## src/rtl/bcd_counter4.sv

```systemverilog
// rtl/bcd_counter4.sv - four-digit packed-BCD up/down counter with prescaler; optional saturation via BCD_SAT_EN
module bcd_counter4 #(
  parameter int CLK_HZ  = 100000000,
  parameter int TICK_HZ = 10
) (
  input  logic        clk,
  input  logic        rst,
  input  logic        en,
  input  logic        up,
  input  logic        clr,
  input  logic        load,
  input  logic [15:0] load_val,
  input  logic        step,
  output logic [15:0] bits,
  output logic        tick,
  output logic        wrap
);

  // Number of clk cycles per automatic count.
  localparam int DIV = CLK_HZ / TICK_HZ;
  // Prescaler width; guarded so an illegal DIV cannot produce a zero-width vector.
  localparam int PW = (DIV > 2) ? $clog2(DIV) : 1;
  localparam logic [PW-1:0] PRE_TC = PW'(DIV - 1);

`ifdef BCD_SAT_EN
  localparam bit SAT_EN = 1'b1;
`else
  localparam bit SAT_EN = 1'b0;
`endif

  // A divider below 2 would make every cycle a terminal count; refuse to build.
  generate
    if (DIV < 2) begin : g_div_check
      $error("bcd_counter4: CLK_HZ/TICK_HZ must be at least 2");
    end
  endgenerate

  logic [PW-1:0] pre_q, pre_d;
  logic [15:0]   bits_q, bits_d;
  logic          tick_q, tick_d;
  logic          wrap_q, wrap_d;

  logic          pre_tc;
  logic          adv;
  logic [15:0]   inc_val;
  logic [15:0]   dec_val;
  logic [15:0]   load_clamped;
  logic          at_max;
  logic          at_min;
  logic          carry;
  logic          borrow;

  // Terminal count of the prescaler and the merged advance request.
  // A step landing on the terminal count still yields only one advance.
  always_comb begin
    pre_tc = (pre_q == PRE_TC);
    adv    = (en && pre_tc) || step;
  end

  // BCD increment with ripple carry, resolved across all four digits in one cycle.
  always_comb begin
    inc_val = bits_q;
    carry   = 1'b1;
    for (int i = 0; i < 4; i++) begin
      if (carry) begin
        if (bits_q[i*4 +: 4] == 4'd9) begin
          inc_val[i*4 +: 4] = 4'd0;
        end else begin
          inc_val[i*4 +: 4] = 4'(bits_q[i*4 +: 4] + 4'd1);
          carry             = 1'b0;
        end
      end
    end
  end

  // BCD decrement with ripple borrow, resolved across all four digits in one cycle.
  always_comb begin
    dec_val = bits_q;
    borrow  = 1'b1;
    for (int i = 0; i < 4; i++) begin
      if (borrow) begin
        if (bits_q[i*4 +: 4] == 4'd0) begin
          dec_val[i*4 +: 4] = 4'd9;
        end else begin
          dec_val[i*4 +: 4] = 4'(bits_q[i*4 +: 4] - 4'd1);
          borrow            = 1'b0;
        end
      end
    end
  end

  // Clamp each nibble of the load value to 9 so bits can never hold a non-BCD digit.
  always_comb begin
    load_clamped = load_val;
    for (int i = 0; i < 4; i++) begin
      if (load_val[i*4 +: 4] > 4'd9) begin
        load_clamped[i*4 +: 4] = 4'd9;
      end
    end
  end

  // Range-edge detection used for wrap reporting and saturation.
  always_comb begin
    at_max = (bits_q == 16'h9999);
    at_min = (bits_q == 16'h0000);
  end

  // Prescaler next state: cleared by clr/load, holds while disabled, else counts modulo DIV.
  always_comb begin
    pre_d = pre_q;
    if (clr || load) begin
      pre_d = '0;
    end else if (en) begin
      if (pre_tc) begin
        pre_d = '0;
      end else begin
        pre_d = pre_q + 1'b1;
      end
    end
  end

  // Counter next state with priority clr > load > advance; up is only looked at on advances.
  always_comb begin
    bits_d = bits_q;
    tick_d = 1'b0;
    wrap_d = 1'b0;
    if (clr) begin
      bits_d = 16'h0000;
    end else if (load) begin
      bits_d = load_clamped;
    end else if (adv) begin
      tick_d = 1'b1;
      if (up) begin
        if (at_max && SAT_EN) begin
          bits_d = bits_q;
        end else begin
          bits_d = inc_val;
          wrap_d = at_max;
        end
      end else begin
        if (at_min && SAT_EN) begin
          bits_d = bits_q;
        end else begin
          bits_d = dec_val;
          wrap_d = at_min;
        end
      end
    end
  end

  // State registers; reset drops everything to zero immediately.
  always_ff @(posedge clk or negedge rst) begin
    if (!rst) begin
      pre_q  <= '0;
      bits_q <= 16'h0000;
      tick_q <= 1'b0;
      wrap_q <= 1'b0;
    end else begin
      pre_q  <= pre_d;
      bits_q <= bits_d;
      tick_q <= tick_d;
      wrap_q <= wrap_d;
    end
  end

  assign bits = bits_q;
  assign tick = tick_q;
  assign wrap = wrap_q;

endmodule

```

## config.mk

```make
export PLATFORM = sky130hd
export DESIGN_NAME = bcd_counter4
export DESIGN_NICKNAME = d
export VERILOG_FILES = /design/src/rtl/bcd_counter4.sv
export SDC_FILE = /design/constraint.sdc
export NUM_CORES = 1
export LEC_CHECK = 0
export ABC_CLOCK_PERIOD_IN_PS = 8100
export BUFFER_PORTS_ARGS = -buffer_cell sky130_fd_sc_hd__buf_4
export CAP_MARGIN = 40
export CORE_MARGIN = 5
export CORE_UTILIZATION = 35
export CTS_CLUSTER_SIZE = 12
export DETAILED_ROUTE_END_ITERATION = 8
export GPL_ROUTABILITY_DRIVEN = 0
export PLACE_DENSITY = 0.51
export RECOVER_POWER = 100
export SYNTH_ARGS = -nofsm -noshare
export SYNTH_HDL_FRONTEND = slang
export SYNTH_SLANG_ARGS = --single-unit
```

## constraint.sdc

```tcl
create_clock -name clk -period 8.1 [get_ports clk]
set_clock_uncertainty 0.2 [all_clocks]
set_input_delay 0.81 -clock clk [delete_from_list [all_inputs] [get_ports clk]]
set_output_delay 0.81 -clock clk [all_outputs]
set_load 0.005 [all_outputs]
```

# [Word-level counts from Yosys, hierarchy flattened]
# Index checks and enable logic that the tools add are counted.
# Widths: inputs -> output; s select.
[totals] ff_bits=42 inputBits=23
[classes] n_addsub=9 magnitude_cmp=4 eq_ne=9 n_mux=42 reduce_logical=16
[op_table] operator="$mux 24" n=3
[op_table] operator="$mux 4" n=18
[op_table] operator="$mux 16" n=4
[op_table] operator="$add 24x1->24 const B" n=1
[op_table] operator="$eq 24x24->1 const B" n=1
[op_table] operator="$mux 1" n=17
[op_table] operator="$add 4x1->4 const B" n=4
[op_table] operator="$eq 16x16->1 const B" n=1
[op_table] operator="$eq 4x4->1 const B" n=4
[op_table] operator="$gt 4x4->1 const B" n=4
[op_table] operator="$logic_not 16->1" n=1
[op_table] operator="$logic_not 4->1" n=4
[op_table] operator="$sub 4x1->4 const B" n=4
[op_table] operator="$ne 4x1->1 const B" n=3
[op_table] operator="$reduce_bool 4->1" n=3
[op_table] operator="$reduce_and 3->1" n=3
[op_table] operator="$reduce_bool 3->1" n=1
[op_table] operator="$logic_or 1x1->1" n=2
[op_table] operator="$reduce_bool 2->1" n=1
[op_table] operator="$logic_and 1x1->1" n=1

# [Longest topological paths before layout]
# Gate-level depths: netlist (run 1).
[depth] word_depth=9 depth_mapped=8

# [Worst setup path before layout (run 1)]
# Ideal clock, no wire load.
[synth_timing] kind="reg2reg" start="register pre_q[7]" end="register bits_q[6], in the netlist bits[6]" arrival_ps=2266 t_required_ps=7775 slack_ps=5509 stages_incl_launch_ff=6 n_path_buf=0 path_cell_list="dfrtp_1 -> or4b_4 -> nor4_4 -> a31oi_4 -> o31ai_4 -> mux2_4"
[synth_via] elab_chain_len=5
[synth_lines] item="from (decl)" line="38" text="logic [PW-1:0] pre_q, pre_d;"
[synth_lines] item="from (signal assigned)" line="159" text="pre_q <= pre_d;"
[synth_lines] item="$eq 24x24->1" line="56" text="pre_tc = (pre_q == PRE_TC);"
[synth_lines] item="$logic_and 1x1->1" line="57" text="adv = (en && pre_tc) || step;"
[synth_lines] item="$logic_or 1x1->1" line="57"
[synth_lines] item="$reduce_bool 3->1 (no line)"
[synth_lines] item="$reduce_and 3->1 (no line)"
[synth_lines] item="to (signal assigned)" line="160" text="bits_q <= bits_d;"
[synth_lines] item="to (decl)" line="39" text="logic [15:0] bits_q, bits_d;"
# No other way between the ends.
# A chain may end at the register's enable or synchronous reset.

# [Worst setup path in the final report (run 1)]
[layout_timing] start="input load" end="register pre_q[18]"
[layout_via] elab_chain_len=2
[layout_lines] item="from (decl)" line="11" text="input logic load,"
[layout_lines] item="$logic_or 1x1->1 *" line="111" text="if (clr || load) begin"
[layout_lines] item="$mux 24 or $reduce_bool 2->1 (tied branches)"
# Every way passes the cells marked *; elsewhere a longest branch is shown, timed or not.

==> impl_metrics.tcl, run 1 <==
set metrics [dict create \
    io_pins 41 \
    antenna_found_initial 0 \
    hold_viol_final 0 \
    drc 0 \
    antennaDiodeCount 0 \
    multi_input_area_sq_um 2050 \
    slowest_delay_ns 1.01 \
    initial_core_util 0.358 \
    report.final.slew_viol_count 43 \
    cp_max_fo 34 \
    worstMarginPinSlew_ns 2.36 \
    synth-edff-count 0 \
    stdcell_count 546 \
    n_fill_cell 942 \
    layout_min_cycle_time_ns 4.04 \
    violations "max-capacitance violations, max-slew violations" \
    yosys_warnings 0 \
    syn_area_per_cell_sq_um 8.47 \
    final_area_sq_um 3750 \
    critPathRequiredTime_ns 8.13 \
    status "finished with violations" \
    crit_chain "clkbuf_1 -> nor3_1 -> clkbuf_1 -> a211oi_1 -> clkbuf_1 -> nand4_1 -> mux2i_1" \
    fin_util 0.406 \
    path_clk_slew_ns 0.09 \
    die_x_um 107 \
    path_class "in -> reg" \
    endpoint_kind "register" \
    seq_area_sq_um 1050 \
    ys_seq_elements 42 \
    finalSetupViolCount 0 \
    cts_made_buffers 5 \
    comb_power_share 0.248 \
    synthToLayoutAreaGrowth_pct 13.4 \
    synth_top_area_frac 0.317 \
    placed_cells 538 \
    dpl.hpwl_mm 5.80 \
    cts_max_level 2 \
    relSlewSlack -0.575 \
    yosys.area.top_type "dfrtp_1" \
    postCtsSetupBuffers 0 \
    slowest_stage "clkbuf_1" \
    drt_iter0_markers 130 \
    pwr-share-clk 0.314 \
    placed_cell_area_sq_um 3700 \
    yosysSeqAreaShare 0.317 \
    dr.pass1.iters 4 \
    synth_cell_types 55 \
    ctsRootBufferMaster "clkbuf_8" \
    internal_power_uw 381 \
    ant_nets 0 \
    dr_wl_met2_mm 3.67 \
    min_path_type "reg -> reg" \
    vdd_drop_max_uv 76.1 \
    grtUsageTotal 0.149 \
    clock_sinks 42 \
    synthFlopType "dfrtp_1" \
    synth_area_sq_um 3310 \
    vias 2958 \
    rows 35 \
    worstPathArrival_ns 4.07 \
    wl_per_cell_um 15.3 \
    clkLatencyLatePin_ns 0.30 \
    grt_max_degree 43 \
    overflow 0 \
    rsz0062_at_grt "false" \
    cts_buffer_depth 2 \
    die_h_um 107 \
    cp_common_cell "clkbuf_1" \
    powerDensity_nw_per_um2 149 \
    cts_resized 0 \
    timing.fmax_mhz 248 \
    netlist_top_cells_area "dfrtp_1, ha_1, nand2_1" \
    met1_length_mm 4.32 \
    grt_pass1_wl_mm 14.1 \
    max_cap_violations 1 \
    fin_tns_setup_ns 0 \
    met3_length_um 318 \
    finalCritPeriodShare 0.499 \
    power.switching_uw 177 \
    totalWireLength_mm 8.37 \
    syn_inst 391 \
    cts_tree "built" \
    power_frac_seq 0.438 \
    drive_gt1_frac 0.149 \
    p_sw_frac 0.317 \
    portBuffers 40 \
    async_flop_share 1.00 \
    power.leakage_nw 1.66 \
    hold_buffers 0 \
    dieArea_sq_um 11500 \
    dr.max_layer_used "met4" \
    viasPerCell 5.42 \
    core_sq_um 9240 \
    finalPower_uw 558 \
    finalNetCount 452 \
    grt_pass1_vias 2803 \
    cp-start-kind "primary input" \
    syn_nets 427 \
]
## sequential cells by signal (all words and copies together) (netlist names)
name and cells:
bits 16, pre_q 24, tick 1, wrap 1
## layout by cell type (no fill, tap or decap), drive strengths merged, types with 4 or more instances in the layout
master,instances
dfrtp,42
nand2,34
nor2,27
clkbuf,27
o21ai,23
a21oi,21
buf,21
inv,20
nand3,18
ha,13
mux2i,12
mux2,11
nand2b,10
nand3b,9
and3,9
nand4,9
a21o,9
a31oi,9
a211oi,8
a22o,8
nor3,7
and2,6
nor2b,6
and3b,5
nor3b,5
or3,4
a311oi,4
and4,4
or4b,4
## per-stage QoR
step	hold slack, ns	setup slack [ns]
global route	0.329	3.70
CTS	0.299	5.26
finish	0.300	4.06
global placement	0.269	4.98
detailed placement	0.286	4.95
floorplan	0.257	5.51
## power by group through the flow
stage                     combinational, mW  sequential (mW)  clock [mW]
after floorplan                      0.0998            0.237           0
after global placement                0.141            0.248           0
after detailed placement              0.143            0.248           0
after CTS                             0.144            0.244       0.182
after global routing                  0.158            0.248       0.189
final                                 0.138            0.245       0.175
## worst paths after layout
kind / to / slack [ns] / from / depth (start not counted)
setup / recovery: pre_q[18] / 4.06 / load / 7
hold / removal: pre_q[18] / 0.30 / pre_q[18] / 1
setup reg to reg: bits[5] / 4.36 / pre_q[7] / 5
hold reg to reg: pre_q[18] / 0.30 / pre_q[18] / 1
max in group asynchronous: bits[4] / 5.34 / rst / 1
min in group asynchronous: bits[9] / 1.02 / rst / 1
## cell families (layout without fill, tap and decap cells)
logic type | count (synthesis) | after routing | share of synthesized area
buf+inv | 44 | 70 | 0.0510
fa+ha+maj | 13 | 13 | 0.0491
mux | 23 | 23 | 0.0771
flops | 42 | 42 | 0.317
simple gates | 163 | 163 | 0.277
compound gates | 104 | 104 | 0.223
xor+xnor | 2 | 2 | 0.00529
## metal layers
metal	global-route usage	up-vias
met4	0.0274	0
met2	0.227	43
met5	0	-
li1	-	1479
met3	0.0246	6
met1	0.222	1430
## cells in the mapped netlist (all sizes together) (2+ instances only)
master	instances
dfrtp	42
nand2	34
nor2	27
o21ai	23
a21oi	21
clkbuf	21
inv	19
nand3	18
ha	13
mux2i	12
mux2	11
nand2b	10
a21o	9
a31oi	9
and3	9
nand3b	9
nand4	9
a211oi	8
a22o	8
nor3	7
and2	6
nor2b	6
and3b	5
nor3b	5
a311oi	4
and4	4
buf	4
or3	4
or4b	4
a21boi	3
nor4b	3
o21bai	3
o31ai	3
a2111oi	2
a211o	2
a311o	2
o21a	2
or2	2
xor2	2
## area by class of cell
type	instances	share of cell area
multi-input cells	305	0.546
flip-flops and latches	42	0.280
clock inverters	3	0.0130
well taps	129	0.0430
inverters	19	0.0190
clock buffers	5	0.0183
repair buffers	43	0.0810
## critical path, delay by kind of cell
| family | cells | cell delay (ns) |
|---|---|---|
| buffers and inverters | 3 | 2.07 |
| multiplexers | 1 | 0.16 |
| AO/OA/AOI/OAI | 1 | 0.68 |
| AND/OR/NAND/NOR | 2 | 0.32 |
No activity file was read; power rests on OpenSTA's default activity.
==> run 2, diff against run 1 <==
ABC_CLOCK_PERIOD_IN_PS = 4200   (was 8100)
clock period = 4.2 ns   (was 8.1 ns; I/O delays follow)
==> run 2 against run 1 <==
- the flow finishes with violations (max-capacitance violations)
- count of clock-buffer cells in the layout increased by 1
- flip-flop and latch count unchanged
- power increased by 92%
- final area increased by 0.53%
- combinational power increased by 99%
- wire length increased by 2.4%
- setup slack got worse by 3.2 ns
- sequential share of layout area decreased by 0.15 points
- critical path type is now reg -> reg
- global-route usage increased by 0.12 points
==> impl_metrics.tcl, run 2 (same netlist as run 1, synthesis figures left out) <==
set metrics [dict create \
    ctsRootBufferMaster "clkbuf_8" \
    n_fill_cell 935 \
    fin_util 0.408 \
    die_x_um 107 \
    cp_max_fo 18 \
    violations "max-capacitance violations" \
    core_sq_um 9240 \
    hold_viol_final 0 \
    seq_area_sq_um 1050 \
    vias 2985 \
    dieArea_sq_um 11500 \
    powerDensity_nw_per_um2 285 \
    multi_input_area_sq_um 2050 \
    grt_max_degree 43 \
    initial_core_util 0.358 \
    layout_min_cycle_time_ns 3.31 \
    ant_nets 0 \
    worst_hold_slack_ns 0.263 \
    cts_buffer_depth 2 \
    finalCritPeriodShare 0.789 \
    path_clk_slew_ns 0.09 \
    viasPerCell 5.46 \
    path_class "reg -> reg" \
    drt_iter0_markers 120 \
    rows 35 \
    endpoint_kind "register" \
    report.final.slew_viol_count 0 \
    wl_per_cell_um 15.7 \
    largest_register_ffs 24 \
    grt_util_met1 0.224 \
    postCtsSetupBuffers 0 \
    final_common_cell "dfrtp_1" \
    overflow 0 \
    grt_most_used_layer "met2" \
    die_h_um 107 \
    mostFrequentLayoutCells "dfrtp_1, nand2_1, nor2_1" \
    totalWireLength_mm 8.57 \
    antenna_found_initial 0 \
    synthToLayoutAreaGrowth_pct 14.0 \
    portBuffers 40 \
    grt_use_met2 0.229 \
    worstPathArrival_ns 3.35 \
    critPathRequiredTime_ns 4.23 \
    clock_sinks 42 \
    grt_pass1_wl_mm 14.2 \
    cts_made_buffers 5 \
    power.leakage_nw 1.69 \
    vdd_drop_max_uv 143 \
    worstHoldStart "en" \
    antennaDiodeCount 0 \
    dpl.hpwl_mm 5.90 \
    grtUsageTotal 0.150 \
    finalSetupViolCount 0 \
    min_path_type "in -> reg" \
    io_pins 41 \
    timing.fmax_mhz 302 \
    finalPower_mw 1.07 \
    rsz0062_at_grt "false" \
    clkLatencyLatePin_ns 0.30 \
    r2r_start "pre_q[0]" \
    cts_max_level 2 \
    dr.pass1.iters 4 \
    max_cap_violations 1 \
    regMostFlops "pre_q" \
    cp-start-kind "register" \
    finalNetCount 453 \
    relSlewSlack 0.00639 \
    drive_gt1_frac 0.163 \
    globalRouteMet3Util 0.0258 \
    cts_tree "built" \
    status "finished with violations" \
    fin_tns_setup_ns 0 \
    drc 0 \
    critPathLaunch "pre_q[0]" \
    worstMarginPinSlew_ns 1.49 \
    grt_pass1_vias 2789 \
]
==> run 2: worst paths after layout <==
kind                             endpoint  slack [ns]  cells past startpoint
worst max-delay path            pre_q[11]        0.89                      6
worst min-delay path             pre_q[0]        0.26                      3
worst max register to register  pre_q[11]        0.89                      6
worst min register to register  pre_q[18]        0.29                      1
max in group asynchronous         bits[7]        2.94                      2
min in group asynchronous         bits[9]        0.44                      2
==> run 2: through the flow <==
| step | instances | cell area, sq um | setup slack [ns] |
|---|---|---|---|
| 2_1_floorplan | 391 | 3310 | 1.61 |
| 3_3_place_gp | 538 | 3700 | 1.41 |
| 3_5_place_dp | 538 | 3700 | 1.37 |
| 4_1_cts | 547 | 3820 | 1.34 |
| 5_1_grt | 547 | 3770 | 0.723 |
| 6_report | 547 | 3770 | 0.886 |
==> run 2: cell type report <==
class,instances,share of cell area
multi-input cells,305,0.543
flip-flops and latches,42,0.279
repair buffers,44,0.0872
well taps,129,0.0428
clock buffers,6,0.0192
inverters,19,0.0189
clock inverters,2,0.00995
==> run 2: critical path, cell delays in order, from the launching register on <==
cell and delay [ns]:
dfrtp_1 0.41, ha_1 0.23, and3_1 0.19, and3_1 0.29, a21oi_1 1.18, or4b_2 0.65, nand3_1 0.10
==> run 2: timing repair <==
item | 4_1_cts | 5_1_grt
gates resized for setup | 0 | 0
hold buffers | 1 | 0
endpoints found under the hold margin | 42 | 0
==> run 2: layer usage <==
layer | vias to the layer above | part of all wire
li1 | 1481 | -
met1 | 1445 | 0.51
met2 | 54 | 0.45
met3 | 5 | 0.036
met4 | 0 | 0.0051
met5 | - | 0
==> run 2: report_power, final <==
part / internal (mW) / switching [mW]
Clock: 0.178 / 0.152
Combinational: 0.134 / 0.140
Sequential: 0.423 / 0.0474
Total: 0.735 / 0.339
